**config.mk**
```make
export PLATFORM = sky130hd
export DESIGN_NAME = if_inst_buffer
export DESIGN_NICKNAME = d
export VERILOG_FILES = /design/src/rtl/if_inst_buffer_pkg.sv /design/src/rtl/if_ibuf_mem.sv /design/src/rtl/if_inst_buffer.sv
export SDC_FILE = /design/constraint.sdc
export NUM_CORES = 1
export LEC_CHECK = 0
export BUFFER_PORTS_ARGS = -buffer_cell sky130_fd_sc_hd__buf_2
export CORE_MARGIN = 5
export CORE_UTILIZATION = 55
export DETAILED_ROUTE_END_ITERATION = 8
export PLACE_DENSITY_LB_ADDON = 0.05
export SLEW_MARGIN = 20
export SYNTH_ARGS = -nofsm -noshare
export SYNTH_HDL_FRONTEND = slang
export SYNTH_SLANG_ARGS = --single-unit
export TNS_END_PERCENT = 30
```
**constraint.sdc**
```tcl
create_clock -name clk -period 5.3 [get_ports clk]
set_input_delay 0.53 -clock clk [delete_from_list [all_inputs] [get_ports clk]]
set_output_delay 0.53 -clock clk [all_outputs]
set_load 0.02 [all_outputs]
```
**src/rtl/if_inst_buffer_pkg.sv**
```systemverilog
// Shared constants and helpers for the fetch-side instruction buffer.
// The fetch width, exception code width and NOP encoding live here.
package if_inst_buffer_pkg;

    localparam int          IBUF_FETCH_W = 2;
    localparam int          IBUF_ECODE_W = 7;
    localparam logic [31:0] INST_NOP     = 32'h0340_0000;  // andi r0,r0,0

    function automatic logic [1:0] popcnt2(input logic [IBUF_FETCH_W-1:0] m);
        return (m == 2'b11) ? 2'd2 : {1'b0, |m};
    endfunction

endpackage

```
**src/rtl/if_ibuf_mem.sv**
```systemverilog
// Instruction buffer storage: two write ports at consecutive wrap-aware
// addresses and one asynchronous read port at the head.
module if_ibuf_mem #(
    parameter int DEPTH = 8,
    parameter int W     = 71
) (
    input  logic                     clk,
    input  logic                     rst,
    input  logic                     i_we0,
    input  logic                     i_we1,
    input  logic [$clog2(DEPTH)-1:0] i_waddr,
    input  logic [W-1:0]             i_wdata0,
    input  logic [W-1:0]             i_wdata1,
    input  logic [$clog2(DEPTH)-1:0] i_raddr,
    output logic [W-1:0]             o_rdata
);
    localparam int AW = $clog2(DEPTH);

    logic [W-1:0]  r_mem [DEPTH];
    logic [AW-1:0] w_waddr1;

    // Second slot lands at the next address; AW-bit add wraps naturally.
    assign w_waddr1 = i_waddr + AW'(1);

    always_ff @(posedge clk) begin
        if (rst) begin
            for (int i = 0; i < DEPTH; i++) r_mem[i] <= '0;
        end else begin
            if (i_we0) r_mem[i_waddr]  <= i_wdata0;
            if (i_we1) r_mem[w_waddr1] <= i_wdata1;
        end
    end

    assign o_rdata = r_mem[i_raddr];

endmodule

```
**src/rtl/if_inst_buffer.sv**
```systemverilog
// Fetch-side instruction queue: accepts up to two instructions per cycle,
// compacts partial packets and issues one {pc, inst, excp} per cycle.
module if_inst_buffer
    import if_inst_buffer_pkg::*;
#(
    parameter int DEPTH   = 8,
    parameter int ECODE_W = IBUF_ECODE_W
) (
    input  logic                    clk,
    input  logic                    rst,
    input  logic                    flush,
    input  logic                    in_valid,
    output logic                    in_ready,
    input  logic [31:0]             in_pc,
    input  logic [31:0]             in_inst0,
    input  logic [31:0]             in_inst1,
    input  logic [IBUF_FETCH_W-1:0] in_mask,
    input  logic [ECODE_W-1:0]      in_excp,
    output logic                    out_valid,
    input  logic                    out_ready,
    output logic [31:0]             out_pc,
    output logic [31:0]             out_inst,
    output logic [ECODE_W-1:0]      out_excp
);
    localparam int PTR_W = $clog2(DEPTH);
    localparam int CNT_W = PTR_W + 1;
    localparam int ENT_W = 64 + ECODE_W;
    localparam logic [CNT_W-1:0] DEPTH_C = CNT_W'(DEPTH);

    logic [PTR_W-1:0] r_head, r_tail;
    logic [CNT_W-1:0] r_count;
    logic [ENT_W-1:0] r_last;

    logic             w_push, w_pop, w_excp, w_we0, w_we1;
    logic [31:0]      w_pc1, w_inst0, w_inst1;
    logic [ENT_W-1:0] w_ent0, w_ent1, w_head_ent, w_out_ent;
    logic [CNT_W-1:0] w_push_n, w_pop_n;

    assign in_ready  = (DEPTH_C - r_count) >= CNT_W'(2);
    assign out_valid = (r_count != '0);

    assign w_push = in_valid & in_ready & ~flush;
    assign w_pop  = out_valid & out_ready & ~flush;

    // Faulting fetches carry a NOP so the decoder sees no bogus opcode.
    assign w_excp  = (in_excp != '0);
    assign w_inst0 = w_excp ? INST_NOP : in_inst0;
    assign w_inst1 = w_excp ? INST_NOP : in_inst1;
    assign w_pc1   = in_pc + 32'd4;

    // Compaction: the first valid slot always goes to the tail entry.
    assign w_ent0 = in_mask[0] ? {in_pc, w_inst0, in_excp} : {w_pc1, w_inst1, in_excp};
    assign w_ent1 = {w_pc1, w_inst1, in_excp};
    assign w_we0  = w_push & (|in_mask);
    assign w_we1  = w_push & (&in_mask);

    assign w_push_n = w_push ? CNT_W'(popcnt2(in_mask)) : '0;
    assign w_pop_n  = CNT_W'(w_pop);

    if_ibuf_mem #(
        .DEPTH (DEPTH),
        .W     (ENT_W)
    ) u_mem (
        .clk      (clk),
        .rst      (rst),
        .i_we0    (w_we0),
        .i_we1    (w_we1),
        .i_waddr  (r_tail),
        .i_wdata0 (w_ent0),
        .i_wdata1 (w_ent1),
        .i_raddr  (r_head),
        .o_rdata  (w_head_ent)
    );

    always_ff @(posedge clk) begin
        if (rst) begin
            r_head  <= '0;
            r_tail  <= '0;
            r_count <= '0;
        end else if (flush) begin
            r_head  <= r_tail;
            r_count <= '0;
        end else begin
            r_head  <= r_head + PTR_W'(w_pop_n);
            r_tail  <= r_tail + PTR_W'(w_push_n);
            r_count <= r_count + w_push_n - w_pop_n;
        end
    end

    // While empty the outputs keep showing the last head entry presented.
    always_ff @(posedge clk) begin
        if (rst)            r_last <= '0;
        else if (out_valid) r_last <= w_head_ent;
    end

    assign w_out_ent = out_valid ? w_head_ent : r_last;
    assign out_pc    = w_out_ent[ENT_W-1 -: 32];
    assign out_inst  = w_out_ent[ECODE_W +: 32];
    assign out_excp  = w_out_ent[ECODE_W-1:0];

endmodule

```
==> results.md <==
- Status: completed
- Finished Cell Area: 0.0380 mm2
- Clock Latency Late Sink: slightly above 600 ps
- Vias in the first global route: between 20000 and 30000
- Hold Vio Cnt, Final: 0
- Critical path type: reg -> reg
- Synth area leader: edfxtp_1
- Hold path startpoint: in_pc[1]
- Post-Syn Instances: a little under 3000
- CORE AREA: 0.0616 mm2
- Skew final: ~19 ps
- Via Count: about 26000
- Setup TNS: 0 ps
- Critical Path AT: 4320 ps
- Req. time, crit path: around 5500 ps
- WHS: about 320 ps
- Longest Clk Path Bufs: 3
- Slew headroom: 0.225
- Clock sink count: ~650
- First-pass GRT wire length: about 170000 um
- Hold Buf Count CTS: 0
- Count of cell types in the netlist: 67
- Slowest cell delay on critical path: about 810 ps
- CP Launch Point: r_count[0]
- Crit end category: flop
- Leakage: about 12 nW
- #FFs+latches synth: around 650
- Synthesized area per cell: approximately 11 um2
- Setup bufs post-CTS: 0
- Max Slew Vio Count: 0
- R2R Path Start: r_count[0]
- Num rows: 91
- Port Buffers: roughly 180
- YS warnings: 0
- Share of cells above drive strength 1: 0.189
- Total GRT Usage: 0.327
- Initial Utilization: 0.554
- Nets: 3073
- Setup-failing EPs final: 0
- Cell with the most instances after synthesis: edfxtp_1
- Worst Setup Slack, final: about 1200 ps
- H-Tree Level Count: 3
- I/O pins: between 150 and 200
- CP max stage cell: or3_1
- Cts repair resizes: 0
- Crit path buffers/inverters: 2
- Sequential cell area fraction in the yosys report: 0.548
- HPWL after DPL: approximately 64000 um
- Wirelength per Cell: roughly 29 um
- EDFF count, synth: about 570
- Die ar.: roughly 0.067 mm2
- # Max-Cap Violations: 0
- DP Area: about 0.036 mm2
- Clk pin slew, worst setup/hold paths: 60 ps
- Post-synth ARST share: 0
- RSZ-0062 raised after global routing: no
- Initial DRC count: between 3000 and 4000
- Fillers: 4868
- Maximum VDD drop: 0.000320 V
- Largest net degree at the start of global routing: 140
- Share of Yosys cell area claimed by the top area cell type: 0.500
- Worst setup SP type: flop
- Achievable clock frequency: between 0.2 and 0.25 GHz
- Largest delay share family, worst path: simple AND/OR/NAND/NOR gates
- Antenna Nets Post-Route: 0
- Maximum fanout along the worst path: 42
- Synth-to-Final Area Change: 11.4%
- Die W: 259 um
- Residual DRC: 0
- Via density: roughly 6.9
- Area contributors post-synth: edfxtp_1 (50%), mux4_2 (9.4%), a22oi_1 (5.5%)
- DIE HEIGHT: between 200 and 300 um
- Final Critical Period: approximately 4100 ps
- Final period util: 0.772
- Synth top cells by count: edfxtp_1 (568), nor2_1 (352), a21oi_1 (285), clkbuf_1 (258), a22oi_1 (248)
- Pwr Density: around 360 mW/mm2
- Measured slew at the worst slew-check pin: between 1000 and 1500 ps
- TritonCTS clock tree: built
- Syn Nets: around 3100
- CTS root buffer: clkbuf_16
- Cell Area, Synth: around 0.034 mm2
- RD Place Congestion: ~0.93
- Remaining Overflow, GRT: 0
- CP Cell Sequence: inv_1 > ha_1 > xnor2_1 > or3_1 > o22ai_2 > nand2b_4 > buf_4
- CTS buffer count: 73
- DRT Pass-1 Iters: 7
- Pre-CTS setup slack: roughly 1300 ps
- Initial antenna violation count: 14
- Worst Hold Class: in -> reg
- Post-Route WL: about 110000 um
- Top FF cell, synth: edfxtp_1
-- placed cells by master (no fill, tap or decap), drive strengths merged, types with 3 or more instances in the layout --
cell / n
mux4: 142
a221o: 21
a21oi: 288
o21a: 24
a22oi: 248
a21o: 8
o22ai: 23
ha: 15
nand4: 16
inv: 23
nand2b: 19
nand3: 55
nor3: 22
a211o: 35
dfxtp: 81
o221a: 15
nor2b: 77
a31oi: 101
xnor2: 10
and4: 4
mux2i: 75
or4: 6
nand2: 126
nor4: 9
a2bb2oi: 3
o21ai: 97
and3: 24
and2: 79
a211oi: 14
bufinv: 5
clkinvlp: 4
nor2: 352
clkinv: 15
clkbuf: 109
buf: 252
diode: 16
edfxtp: 568
or3: 9
-- sequential cells by signal (all words and copies together), names as in the netlist --
signal	count
u_mem.r_mem	568
r_head	3
r_count	4
r_last	71
r_tail	3
-- layer usage --
| layer | global-route usage | part of all wire |
|---|---|---|
| met3 | 0.0683 | 0.11 |
| met1 | 0.435 | 0.37 |
| met2 | 0.524 | 0.47 |
| met4 | 0.146 | 0.044 |
| met5 | 0 | 0.00065 |
-- layout make-up --
type / instances / area, um2 / share of cell area
diodes: 16 / 40.0 / 0.00105
multi-input cells: 1948 / 14200 / 0.374
clock inverters: 25 / 269 / 0.00708
inverters: 22 / 82.6 / 0.00217
repair buffers: 252 / 1540 / 0.0405
well taps: 837 / 1050 / 0.0276
flip-flops and latches: 649 / 18700 / 0.492
clock buffers: 109 / 2130 / 0.0560
-- through the flow --
stage	utilization	total power, mW	instances
5_1_grt	0.616	14.0	3850
3_5_place_dp	0.577	8.52	3708
3_3_place_gp	0.577	8.47	3708
6_report	0.617	13.5	3858
2_1_floorplan	-	7.69	2971
4_1_cts	0.616	13.6	3842
-- worst paths after layout --
check	endpoint	slack, ps	cells past startpoint
hold / removal	u_mem.r_mem[7][40]	320	2
setup reg to reg	u_mem.r_mem[2][25]	1210	7
setup / recovery	u_mem.r_mem[2][25]	1210	7
hold reg to reg	r_last[70]	600	3
-- cell families after synthesis --
family          synth area share
fa+ha+maj                0.00668
flops                      0.548
buf+inv                   0.0432
compound gates             0.170
xor+xnor                 0.00308
simple gates               0.114
mux                        0.116
-- power breakdown --
group | internal (mW) | total [mW] | switching, mW
clock network | 3.03 | 5.10 | 2.07
registers | 5.92 | 6.03 | 0.114
logic | 0.775 | 2.39 | 1.62
total | 9.72 | 13.5 | 3.80
Note: power is estimated with default switching activity, not from simulation.
